**config.mk**
```make
export PLATFORM = sky130hd
export DESIGN_NAME = binary_test_stream
export DESIGN_NICKNAME = d
export VERILOG_FILES = /design/src/rtl/binary_test_stream.sv
export SDC_FILE = /design/constraint.sdc
export NUM_CORES = 1
export LEC_CHECK = 0
export CAP_MARGIN = 10
export CORE_ASPECT_RATIO = 1.1
export CORE_MARGIN = 10
export CORE_UTILIZATION = 45
export DETAILED_ROUTE_END_ITERATION = 10
export PLACE_DENSITY = 0.68
export SYNTH_ARGS = -nofsm -noshare
export SYNTH_HDL_FRONTEND = slang
export SYNTH_SLANG_ARGS = --single-unit
```
**constraint.sdc**
```tcl
create_clock -name clk -period 44.4 [get_ports clk]
set_input_delay 8.88 -clock clk [delete_from_list [all_inputs] [get_ports clk]]
set_output_delay 8.88 -clock clk [all_outputs]
set_load 0.01 [all_outputs]
```
**src/rtl/binary_test_stream.sv**
```systemverilog
// ---------------------------------------------------------------------------
// binary_test_stream
//   Streaming binary intensity test. Each accepted input beat carries PAIRS
//   pixel pairs. Every pair is compared to give one descriptor bit. The bits
//   of consecutive beats are packed MSB-first into a DESC_BITS-wide
//   descriptor, which is then held on an output valid/ready handshake.
//
// Ports
//   clk         rising-edge clock
//   rst         asynchronous, active-high reset
//   in_valid    input beat valid
//   in_ready    block accepts a beat (high only while accumulating)
//   in_x        pair i x-value at [i*PIX_W +: PIX_W]
//   in_y        pair i y-value, same packing
//   in_last     beat is the last one of the descriptor
//   cfg_mode    0: bit = x < y ; 1: bit = (x + cfg_thr) < y
//   cfg_thr     threshold used when cfg_mode = 1
//   desc_valid  descriptor available
//   desc_ready  consumer accepts the descriptor
//   desc_data   packed descriptor (pair 0 of beat 0 in the MSB)
//   desc_err    descriptor length error (early in_last, or in_last missing)
// ---------------------------------------------------------------------------
module binary_test_stream #(
  parameter int PIX_W     = 8,
  parameter int PAIRS     = 8,
  parameter int DESC_BITS = 256,
  parameter int THR_W     = 8
) (
  input  logic                   clk,
  input  logic                   rst,
  input  logic                   in_valid,
  output logic                   in_ready,
  input  logic [PAIRS*PIX_W-1:0] in_x,
  input  logic [PAIRS*PIX_W-1:0] in_y,
  input  logic                   in_last,
  input  logic                   cfg_mode,
  input  logic [THR_W-1:0]       cfg_thr,
  output logic                   desc_valid,
  input  logic                   desc_ready,
  output logic [DESC_BITS-1:0]   desc_data,
  output logic                   desc_err
);

  localparam int BEATS = DESC_BITS / PAIRS;
  localparam int CNT_W = (BEATS > 1) ? $clog2(BEATS) : 1;
  // One extra bit so x + thr can never wrap around.
  localparam int SUM_W = ((PIX_W > THR_W) ? PIX_W : THR_W) + 1;
  localparam logic [CNT_W-1:0] LAST_CNT = CNT_W'(BEATS - 1);

  typedef enum logic [0:0] {
    ST_ACCUM = 1'b0,
    ST_HOLD  = 1'b1
  } state_t;

  // Single pair comparison, unsigned, in a widened domain.
  function automatic logic pair_bit(
    input logic [PIX_W-1:0] x,
    input logic [PIX_W-1:0] y,
    input logic             mode,
    input logic [THR_W-1:0] thr
  );
    logic [SUM_W-1:0] lhs;
    logic [SUM_W-1:0] rhs;
    lhs = SUM_W'(x) + (mode ? SUM_W'(thr) : {SUM_W{1'b0}});
    rhs = SUM_W'(y);
    return (lhs < rhs);
  endfunction

  state_t               state_q, state_d;
  logic [CNT_W-1:0]     cnt_q, cnt_d;
  logic [DESC_BITS-1:0] acc_q, acc_d;
  logic [DESC_BITS-1:0] data_q, data_d;
  logic                 err_q, err_d;
  logic                 valid_q, valid_d;
  logic                 in_ready_q, in_ready_d;

  logic [PAIRS-1:0]     beat_bits_s;
  logic [DESC_BITS-1:0] placed_s;
  logic                 accept_s;
  logic                 at_end_s;

  // Compare all pairs of the current beat; pair 0 lands in the top bit.
  always_comb begin
    beat_bits_s = '0;
    for (int i = 0; i < PAIRS; i++) begin
      beat_bits_s[PAIRS-1-i] = pair_bit(in_x[i*PIX_W +: PIX_W],
                                        in_y[i*PIX_W +: PIX_W],
                                        cfg_mode, cfg_thr);
    end
  end

  // Position the beat's bits at their final descriptor slot, so an early
  // close leaves the filled bits MSB-aligned and the remainder zero.
  always_comb begin
    placed_s = DESC_BITS'(beat_bits_s) << (PAIRS * (BEATS - 1 - int'(cnt_q)));
  end

  assign accept_s = in_valid && in_ready_q;
  assign at_end_s = (cnt_q == LAST_CNT);

  // Next-state and output-register logic for the ACCUM/HOLD controller.
  always_comb begin
    state_d    = state_q;
    cnt_d      = cnt_q;
    acc_d      = acc_q;
    data_d     = data_q;
    err_d      = err_q;
    valid_d    = valid_q;
    in_ready_d = in_ready_q;
    case (state_q)
      ST_ACCUM: begin
        if (accept_s) begin
          acc_d = acc_q | placed_s;
          if (in_last || at_end_s) begin
            // Only an in_last on exactly the final beat is a clean close.
            state_d    = ST_HOLD;
            data_d     = acc_q | placed_s;
            err_d      = !(in_last && at_end_s);
            valid_d    = 1'b1;
            in_ready_d = 1'b0;
          end else begin
            cnt_d = cnt_q + CNT_W'(1);
          end
        end else begin
          state_d = ST_ACCUM;
        end
      end
      ST_HOLD: begin
        if (desc_ready) begin
          state_d    = ST_ACCUM;
          valid_d    = 1'b0;
          cnt_d      = '0;
          acc_d      = '0;
          in_ready_d = 1'b1;
        end else begin
          state_d = ST_HOLD;
        end
      end
      default: begin
        state_d    = ST_ACCUM;
        valid_d    = 1'b0;
        cnt_d      = '0;
        acc_d      = '0;
        in_ready_d = 1'b1;
      end
    endcase
  end

  // State and datapath registers with asynchronous reset.
  always_ff @(posedge clk or posedge rst) begin
    if (rst) begin
      state_q    <= ST_ACCUM;
      cnt_q      <= '0;
      acc_q      <= '0;
      data_q     <= '0;
      err_q      <= 1'b0;
      valid_q    <= 1'b0;
      in_ready_q <= 1'b1;
    end else begin
      state_q    <= state_d;
      cnt_q      <= cnt_d;
      acc_q      <= acc_d;
      data_q     <= data_d;
      err_q      <= err_d;
      valid_q    <= valid_d;
      in_ready_q <= in_ready_d;
    end
  end

  assign in_ready   = in_ready_q;
  assign desc_valid = valid_q;
  assign desc_data  = data_q;
  assign desc_err   = err_q;

endmodule

```
==> results of run 1 <==
## worst max path at each step
stage	startpoint	endpoint	slack (ns)
after floorplan	rst	acc_q[0]	20.97
after global placement	cfg_mode	acc_q[44]	30.43
after detailed placement	cfg_mode	acc_q[92]	30.33
after CTS	cfg_mode	acc_q[68]	30.95
after global routing	cfg_mode	acc_q[44]	30.59
final	cfg_mode	acc_q[92]	30.89
## flip-flops by register name, summed over array words and instances, names as in the netlist
name / cells
desc_err: 1
desc_valid: 1
state_q: 1
cnt_q: 5
in_ready: 1
desc_data: 256
acc_q: 256
## power groups by stage
stage	combinational, mW	clock, mW	sequential (mW)
after CTS	0.718	0.464	0.734
final	0.710	0.457	0.735
after floorplan	0.288	0	0.755
after detailed placement	0.715	0	0.740
after global routing	0.774	0.482	0.747
after global placement	0.699	0	0.738
## synth_stat cells, drive strengths merged, types with 2 or more instances
library cell	instances	area share
nor2	550	0.084
dfrtp	520	0.53
nand2	369	0.056
o21ai	302	0.062
o22ai	269	0.076
clkbuf	121	0.018
ha	98	0.050
inv	83	0.013
xnor2	68	0.024
buf	56	0.013
a21oi	54	0.011
nand3	25	0.0051
nand2b	15	0.0038
a211oi	14	0.0047
o221ai	14	0.0050
o21a	12	0.0037
a21o	11	0.0034
a31oi	9	0.0023
nor3	9	0.0018
a41o	8	0.0032
and3	8	0.0020
maj3	8	0.0032
and2	6	0.0015
xor2	6	0.0021
a21boi	5	0.0015
a221oi	5	0.0018
nand4	5	0.0013
a2111oi	4	0.0022
o211ai	4	0.0014
o31ai	4	0.0012
a211o	3	0.0011
a311oi	3	0.0011
nor2b	3	0.00076
nor3b	3	0.00091
o2111ai	3	0.0011
a31o	2	0.00071
and3b	2	0.00071
mux2i	2	0.00081
nand3b	2	0.00061
o221a	2	0.00091
o41ai	2	0.00071
## worst register-to-register path, delay by kind of cell (launching register included)
family	cells	cell delay (ns)
adder cells (fa/ha/maj)	2	0.53
flip-flops	1	0.54
buffers and inverters	3	2.55
AO/OA/AOI/OAI	1	0.17
AND/OR/NAND/NOR	4	0.55
## metal layers
| layer | track usage | vias up |
|---|---|---|
| li1 | - | 9885 |
| met1 | 0.310 | 10500 |
| met2 | 0.398 | 840 |
| met3 | 0.0453 | 170 |
| met4 | 0.112 | 0 |
| met5 | 0 | - |
## logic make-up (layout without fill, tap and decap cells)
family | count (synthesis) | in the layout | share of synthesized area
compound gates | 736 | 736 | 0.187
xor+xnor | 74 | 74 | 0.0263
fa+ha+maj | 106 | 106 | 0.0530
buf+inv | 260 | 602 | 0.0440
flops | 521 | 521 | 0.529
mux | 2 | 2 | 0.000812
other cells | 0 | 9 | 0
simple gates | 1000 | 1000 | 0.159
## final cells by class
| type | count | area (sq um) | area share |
|---|---|---|---|
| Antenna cell | 9 | 22.5 | 0.000729 |
| Clock buffer | 76 | 1550 | 0.0503 |
| Tap cell | 728 | 911 | 0.0295 |
| Clock inverter | 15 | 221 | 0.00717 |
| Multi-Input combinational cell | 1918 | 10600 | 0.343 |
| Timing Repair Buffer | 428 | 4230 | 0.137 |
| Inverter | 83 | 319 | 0.0103 |
| Sequential cell | 521 | 13000 | 0.422 |
==> reports/summary.log, run 1 <==
qor: yosys.syn_nets 2939
qor: clocking.tritoncts yes
qor: timing.max_slew_margin 0.132
qor: worst_setup_path.cpMaxStageDelayCell sky130_fd_sc_hd__o21ai_4
qor: global_routing.grt_use_total 0.244
qor: timing.finalCritPeriodShare 0.304
qor: timing.setup_ws 30.89 ns
qor: global_routing.largest_net_degree_at_the_start_of_global_routing 259
qor: clocking.clock_latency_on_the_worst_skew_pair 0.60 ns
qor: clocking.post_cts_resize_count 0
qor: placement.place.port_buffers 400
qor: power_and_ir_drop.pwr_density_cell 61.5 mW/mm^2
qor: clocking.holdBufCountCts 0
qor: worst_setup_path.critical_path_peak_fanout 45
qor: die.design.core.area 0.0539 sq mm
qor: route.routed_wire_length_per_instance 21.3 um
qor: global_routing.grt.overflow.total 0
qor: yosys.yosys_register_bits 521
qor: yosys.synth.distinct_cells 60
qor: finish.drive_gt1_frac 0.0543
qor: worst_setup_path.top_cell_family_by_delay_on_the_critical_path compound AO/OA/AOI/OAI gates
qor: route.vias 21.4k
qor: die.die_x 243 um
qor: worst_hold_path.hold_depth 2
qor: worst_hold_path.worstHoldStart acc_q[130]
qor: timing.setup_viol_count_final 0
qor: worst_setup_path.worst_ep_required_time 44.86 ns
qor: route.topRoutingLayerUsed met4
qor: timing.whs 0.478 ns
qor: worst_setup_path.crit-reg2reg-capture desc_data[224]
qor: worst_setup_path.r2r_start cnt_q[0]
qor: die.rows 89
qor: yosys.ys.flop_type sky130_fd_sc_hd__dfrtp_1
qor: flow_run.max_cap_violations 0
qor: route.m1WireLength 33100 um
qor: yosys.synth-edff-count 0
qor: route.detailedRoute.firstIterationViolations 1896
qor: global_routing.grt_antenna_before_repair 9
qor: yosys.synth-async-reset-ratio 1.00
qor: power_and_ir_drop.power.share.sequential 0.387
qor: route.ant_nets 0
qor: finish.fin_area 0.0309 sq mm
qor: worst_hold_path.hp-class flop to flop
qor: finish.syn_to_final_growth 25.4%
qor: yosys.synth.yosys.warnings 0
qor: clocking.cts_htree_levels 2
qor: worst_setup_path.cell_occurring_most_often_along_the_worst_timing_path sky130_fd_sc_hd__ha_1
qor: finish.design.final.nets 3243
qor: placement.place.gp.congestion 0.868
qor: die.die_area 0.0645 sq mm
qor: route.route.detailed.drc 0
qor: power_and_ir_drop.p_leak 13.9 nW
qor: placement.placement.cell_area 0.0291 sq mm
qor: power_and_ir_drop.combinationalPowerShare 0.373
qor: route.totalWireLength 80500 um
qor: placement.post-place-cells 3678
qor: timing.setup-tns-final 0 ns
qor: placement.placement.setup.worst_slack 30.33 ns
qor: power_and_ir_drop.clock_share_of_power 0.240
qor: power_and_ir_drop.power.switching 0.670 mW
qor: route.firstDrtPassIters 7
qor: yosys.syn_avg_cell_area 9.13 sq um
qor: worst_setup_path.r2r.worst_path.cells 10
qor: worst_setup_path.slowest_delay 0.74 ns
qor: yosys.netlist_instances 2699
qor: status.outcome finished, final reports clean
qor: global_routing.first_global_vias 21.7k
qor: timing.rsz0062_at_grt false
qor: worst_setup_path.crit_buf_inv 3
qor: timing.post-route-min-period 13.51 ns
qor: route.detailroute.wirelength.met2 38500 um
qor: clocking.numCtsBuffers 51
qor: die.die_y 265 um
qor: finish.final_cell_mix sky130_fd_sc_hd__nor2_1, sky130_fd_sc_hd__dfrtp_1, sky130_fd_sc_hd__clkdlybuf4s50_1, sky130_fd_sc_hd__nand2_1, sky130_fd_sc_hd__o21ai_0
qor: worst_setup_path.critPathArrivalTime 13.97 ns
qor: finish.final_util 0.573
qor: clocking.clock_tree.root_cell sky130_fd_sc_hd__clkbuf_16
qor: finish.leading_cell_type_in_the_layout_fill_and_taps_excluded sky130_fd_sc_hd__nor2_1
qor: power_and_ir_drop.p_total 1.90 mW
qor: placement.hpwl 52100 um
qor: worst_setup_path.worst-path-stages 17
qor: die.initial_core_util 0.457
qor: worst_setup_path.r2r_setup_slack 39.98 ns
qor: worst_setup_path.critical_path.startpoint_type input pin
qor: finish.n_fill_cell 4801
qor: finish.stdcell_count 3778
qor: die.floorplan.io_pins 401
qor: yosys.post_synth_instance_area 0.0246 sq mm
qor: clocking.cts_max_path_buffers 3
qor: global_routing.wire_length_of_the_first_global_routing_pass 126000 um
qor: timing.report.final.slew_viol_count 0
qor: power_and_ir_drop.p_sw_frac 0.352
qor: timing.max_clock_skew 0.0207 ns
qor: clocking.cts_clk_pin_slew_worst_paths 0.06 ns
qor: worst_setup_path.critical_path_class input pin to flop
qor: power_and_ir_drop.cell_internal_pwr 1.23 mW
qor: timing.worstMarginPinSlew 1.30 ns
qor: worst_hold_path.min_delay_worst_endpoint acc_q[130]
qor: route.met3_wirelength 5380 um
qor: power_and_ir_drop.worst_ir_drop_vdd 34.8 uV
qor: clocking.postCtsSetupRepairBufs 0
qor: worst_setup_path.timing.critical_path.cells clkdlybuf4s50_1 > buf_4 > and2_1 > ha_1 > ha_1 > a21oi_1 > maj3_1 > o22ai_1 > maj3_1 > a21oi_1 > xnor2_1 > ha_1 > a211oi_1 > o21a_1 > o21ai_4 > buf_4 > o21ai_0
qor: route.route.detailed.vias_per_inst 5.67
qor: clocking.cts.sink_count 521
qor: worst_setup_path.worst_setup_path_end_kind flop
qor: timing.maxClockFrequency 74.0 MHz
qor: timing.report.final.hold_viol_count 0
qor: yosys.synth_sequential_area_ratio 0.529
(Power assumes the default switching activity.)
==> run 2: changes to the inputs <==
- PLACE_DENSITY: 0.68 -> 0.71
- clock period: 44.4 -> 12.15 ns (I/O delays scaled with it)
==> run 2 against run 1 <==
Net effect: sequential cell count unchanged; clock power increased to 3.6 times the previous value; routed wire length is 1.1% lower; count of clock-buffer cells in the layout down 6; register-to-register slack worse by 32 ns; clock skew decreased by 0.0014 ns; non-clock buffer count is 1 higher; total power increased to 3.6 times the previous value; via count about the same; largest cell class unchanged; combinational power increased to 3.6 times the previous value; critical path depth unchanged; global-route usage down 0.27 points.
==> reports/summary.log, run 2 (synthesis results as in run 1) <==
qor: status.outcome finished, final reports clean
qor: clocking.cts.sink_count 521
qor: power_and_ir_drop.p_leak 13.9 nW
qor: timing.post-route-min-period 6.84 ns
qor: route.routed_wire_length_per_instance 21.1 um
qor: timing.report.final.hold_viol_count 0
qor: timing.setup-tns-final 0 ns
qor: clocking.tritoncts yes
qor: finish.final_util 0.573
qor: die.initial_core_util 0.457
qor: timing.setup_viol_count_final 0
qor: timing.rsz0062_at_grt false
qor: clocking.post_cts_resize_count 0
qor: timing.max_slew_margin 0.167
qor: power_and_ir_drop.p_total 6.92 mW
qor: worst_setup_path.worst_ep_required_time 12.65 ns
qor: worst_setup_path.critical_path.startpoint_type input pin
qor: power_and_ir_drop.worst_ir_drop_vdd 134 uV
qor: worst_setup_path.critical_path_peak_fanout 64
qor: timing.max_clock_skew 0.0193 ns
qor: clocking.cts_max_path_buffers 3
qor: global_routing.grt.overflow.total 0
qor: route.totalWireLength 79600 um
qor: finish.n_fill_cell 4725
qor: placement.place.gp.congestion 0.913
qor: worst_setup_path.critical_path_class input pin to flop
qor: die.floorplan.io_pins 401
qor: global_routing.largest_net_degree_at_the_start_of_global_routing 258
qor: placement.place.port_buffers 400
qor: timing.maxClockFrequency 146 MHz
qor: route.route.detailed.drc 0
qor: route.vias 21.4k
qor: die.design.core.area 0.0539 sq mm
qor: die.die_area 0.0645 sq mm
qor: die.rows 89
qor: route.firstDrtPassIters 7
qor: global_routing.first_global_vias 21.9k
qor: timing.finalCritPeriodShare 0.563
qor: route.ant_nets 0
qor: worst_setup_path.worst_setup_path_end_kind flop
qor: clocking.cts_htree_levels 2
qor: route.detailedRoute.firstIterationViolations 1973
qor: route.route.detailed.vias_per_inst 5.67
qor: global_routing.grt_antenna_before_repair 7
qor: global_routing.wire_length_of_the_first_global_routing_pass 125000 um
qor: finish.final_cell_mix sky130_fd_sc_hd__nor2_1, sky130_fd_sc_hd__dfrtp_1, sky130_fd_sc_hd__clkdlybuf4s50_1, sky130_fd_sc_hd__nand2_1, sky130_fd_sc_hd__o21ai_0
qor: clocking.clock_latency_on_the_worst_skew_pair 0.60 ns
qor: placement.hpwl 52200 um
qor: finish.leading_cell_type_in_the_layout_fill_and_taps_excluded sky130_fd_sc_hd__nor2_1
qor: worst_setup_path.r2r.worst_path.cells 8
qor: worst_hold_path.hp-class flop to flop
qor: die.die_x 243 um
qor: finish.drive_gt1_frac 0.0536
qor: power_and_ir_drop.pwr_density_cell 224 mW/mm^2
qor: worst_setup_path.critPathArrivalTime 7.34 ns
qor: clocking.numCtsBuffers 50
qor: clocking.clock_tree.root_cell sky130_fd_sc_hd__clkbuf_16
qor: global_routing.grt_use_total 0.241
qor: timing.report.final.slew_viol_count 0
qor: clocking.holdBufCountCts 0
qor: worst_hold_path.hold_depth 2
qor: finish.syn_to_final_growth 25.4%
qor: worst_setup_path.r2r_setup_slack 8.44 ns
qor: timing.worstMarginPinSlew 1.24 ns
qor: clocking.postCtsSetupRepairBufs 0
qor: die.die_y 265 um
qor: flow_run.max_cap_violations 0
qor: clocking.cts_clk_pin_slew_worst_paths 0.06 ns
qor: finish.design.final.nets 3243
run 2: cell types whose count changed in the layout (fill, tap and decap cells not counted), moves of 2 or more:
cell,change
sky130_fd_sc_hd__buf_12,+2
sky130_fd_sc_hd__clkbuf_8,-6
sky130_fd_sc_hd__bufinv_16,+2
sky130_fd_sc_hd__diode_2,-2
sky130_fd_sc_hd__clkinv_2,+3
run 2: report_power, final:
group	switching, mW	leakage, nW	internal (mW)
Sequential	0.419	6.68	2.26
Combinational	1.33	6.38	1.25
Clock	0.674	0.860	0.981
run 2: critical path, stage by stage:
cell and delay, ns:
sky130_fd_sc_hd__clkdlybuf4s50_1 0.46, sky130_fd_sc_hd__buf_4 0.39, sky130_fd_sc_hd__nand2_1 0.43, sky130_fd_sc_hd__xnor2_1 0.24, sky130_fd_sc_hd__ha_1 0.23, sky130_fd_sc_hd__a21oi_1 0.23, sky130_fd_sc_hd__maj3_1 0.23, sky130_fd_sc_hd__a2bb2oi_1 0.32
sky130_fd_sc_hd__nor2_1 0.09, sky130_fd_sc_hd__a311oi_1 0.35, sky130_fd_sc_hd__xnor2_1 0.18, sky130_fd_sc_hd__ha_1 0.27, sky130_fd_sc_hd__a221oi_1 0.25, sky130_fd_sc_hd__o21ai_0 0.13, sky130_fd_sc_hd__a31oi_1 0.20, sky130_fd_sc_hd__a21bo_4 0.49
sky130_fd_sc_hd__o21ai_0 0.28
run 2: worst paths after layout:
kind | start | end
worst max-delay path | cfg_mode | acc_q[240]
worst min-delay path | acc_q[164] | acc_q[164]
worst max register to register | cnt_q[0] | desc_data[132]
worst min register to register | acc_q[164] | acc_q[164]
max in group asynchronous | rst | desc_data[105]
min in group asynchronous | rst | desc_data[245]
run 2: area by class of cell:
class                   instances  area (sq um)  share of cell area
well taps                     728           911              0.0295
multi-input cells            1918         10600               0.343
repair buffers                429          4260               0.138
clock inverters                19           298             0.00964
diodes                          7          17.5            0.000567
clock buffers                  70          1450              0.0469
inverters                      83           315              0.0102
flip-flops and latches        521         13000               0.422
run 2: layer usage:
layer,part of all wire,track usage
met3,0.068,0.0497
met4,0.037,0.0973
met1,0.40,0.296
met2,0.49,0.408
met5,0,0
run 2: through the flow:
step / area, sq um / cells / hold WS (ns) / setup slack [ns]
CTS: 30900 / 3767 / 0.478 / 5.43
global route: 30900 / 3775 / 0.501 / 4.94
global placement: 29100 / 3678 / 0.461 / 4.93
floorplan: 24600 / 2699 / 0.451 / 2.64
detailed placement: 29100 / 3678 / 0.467 / 4.80
finish: 30900 / 3775 / 0.479 / 5.31
==> edit, RTL diff (settings of run 2) <==
Change the parameter `PIX_W` from 8 to 6.
--- a/src/rtl/binary_test_stream.sv
+++ b/src/rtl/binary_test_stream.sv
@@ -21,7 +21,7 @@
 //   desc_err    descriptor length error (early in_last, or in_last missing)
 // ---------------------------------------------------------------------------
 module binary_test_stream #(
-  parameter int PIX_W     = 8,
+  parameter int PIX_W     = 6,
   parameter int PAIRS     = 8,
   parameter int DESC_BITS = 256,
   parameter int THR_W     = 8
Interface: changed (resized in_x and in_y); port bits go from 401 to 369. The function was not compared with the original's and may differ.
==> edit against run 2 <==
- via count is 12% lower
- cell area is 5.0% lower
- largest cell class unchanged
- critical endpoint is now desc_data[169]
- sequential cell count stayed put
- synthesized area is 5.1% lower
- setup slack worse by 0.83 ns
- wire length is 9.8% lower
Power is not compared: it rests on default switching activity, and its combinational part moved more than twofold at a synthesized area within 25%.
==> edit: results (changes against run 2) <==
| Metric | Value |
|---|---|
| Synthesis Warnings | 0 (unchanged) |
| Post-Route WL | 71.8 mm (-9.8%) |
| Synth Area in XOR/XNOR | 1.83% (-0.80 points) |
| Adder-Cell Fraction of Synth Area | 4.31% (-1.0 points) |
| Initial antenna violation count | 4 (-3) |
| Met3 Resource Use GR | 5.12% (+0.14 points) |
| First-pass GRT wire length | 112 mm (-11%) |
| Hpwl dp | 46.8 mm (-10%) |
| TritonCTS buffer count | 52 (+4.0%) |
| Compound-Gate Fraction of Synth Area | 16.4% (-2.3 points) |
| CP max FO | 64 (unchanged) |
| Iter 0 DRT Violations | 1707 (-13%) |
| Sequential cell power | 2.09 mW |
| Met2 Usage GRT | 37.6% (-3.2 points) |
| Lkg Pwr | 13.2 nW |
| Status | finished clean |
| Hold path depth | 2 (unchanged) |
| Mux contribution to synthesized area | 8.43% (+8.3 points) |
| Syn Nets | 2470 (-16%) |
| Synth unique cells | 61 (+1.7%) |
| Reg2reg path depth | 7 (-1) |
| Later-pin clock latency in the skew report | 0.59 ns |
| Worst-margin pin slew | 1.14 ns (-0.104 ns) |
| Synth area leaders | dfrtp_1, mux2i_1, o21ai_0, nand2_1, ha_1 |
| CP arrival | 8.16 ns (+0.82 ns) |
| Post-layout nets | 2766 (-15%) |
| Filler instances | 4427 (-6.3%) |
| Commonest cells post-synth | dfrtp_1, o21ai_0, nand2_1, mux2i_1, nor2_1 |
| Total number of vias | 18.7k (-12%) |
| Final Wtd Congestion | 0.892 (-2.3%) |
| Largest net degree at the start of global routing | 176 (-32%) |
| I/O Buffers | 368 (-8.0%) |
| Setup Skew | 0.0130 ns (-0.00622 ns) |
| GR Util met1 | 29.3% (-0.34 points) |
| Post-synthesis sequential area ratio | 55.7% (+2.8 points) |
| Clock tree buffer depth | 3 (unchanged) |
| Drt first pass iters | 5 (-2) |
| GRT Total Usage | 22.8% (-1.3 points) |
| Layout cells sized above 1 | 5.76% (+0.40 points) |
[edit: final timing paths]
kind	slack, ns	start	endpoint
worst min register to register	0.48	acc_q[225]	acc_q[225]
worst min-delay path	0.48	acc_q[225]	acc_q[225]
max in group asynchronous	7.45	rst	desc_data[8]
worst max register to register	8.64	cnt_q[0]	desc_data[190]
worst max-delay path	4.48	cfg_mode	desc_data[169]
min in group asynchronous	2.34	rst	desc_data[141]
[edit: area by class of cell]
type | count | area share (%)
repair buffers | 391 | 13.3
flip-flops and latches | 521 | 44.4
clock inverters | 18 | 0.661
inverters | 54 | 0.703
clock buffers | 75 | 5.21
diodes | 3 | 0.0256
multi-input cells | 1562 | 32.8
well taps | 667 | 2.84
[edit: per-stage QoR]
step           power [mW]  cell area (µm²)  instances  worst slack, ns  hold WS (ns)
2_1_floorplan        2.72            23400       2286             2.64         0.449
3_3_place_gp         3.32            27600       3191             4.11         0.460
3_5_place_dp         3.35            27600       3191             3.91         0.469
4_1_cts              4.98            29300       3284             4.55         0.483
5_1_grt              5.16            29300       3290             3.90         0.496
6_report             4.94            29300       3291             4.48         0.476
[edit: critical path: stages]
cell,delay [ns]
clkdlybuf4s50_1,1.20
nand2_1,0.58
xnor2_1,0.32
ha_1,0.26
a21oi_1,0.09
nor3_1,0.45
maj3_1,0.28
xor2_1,0.16
ha_1,0.26
a21oi_1,0.13
o21ai_0,0.10
a2111oi_0,0.74
nand3_4,0.70
o22ai_1,0.42
[edit: per-layer routing]
layer,vias to the layer above,part of all wire [%]
met3,118,7.2
met5,-,0.015
met2,683,48
met4,2,3.0
met1,9363,42
li1,8560,-
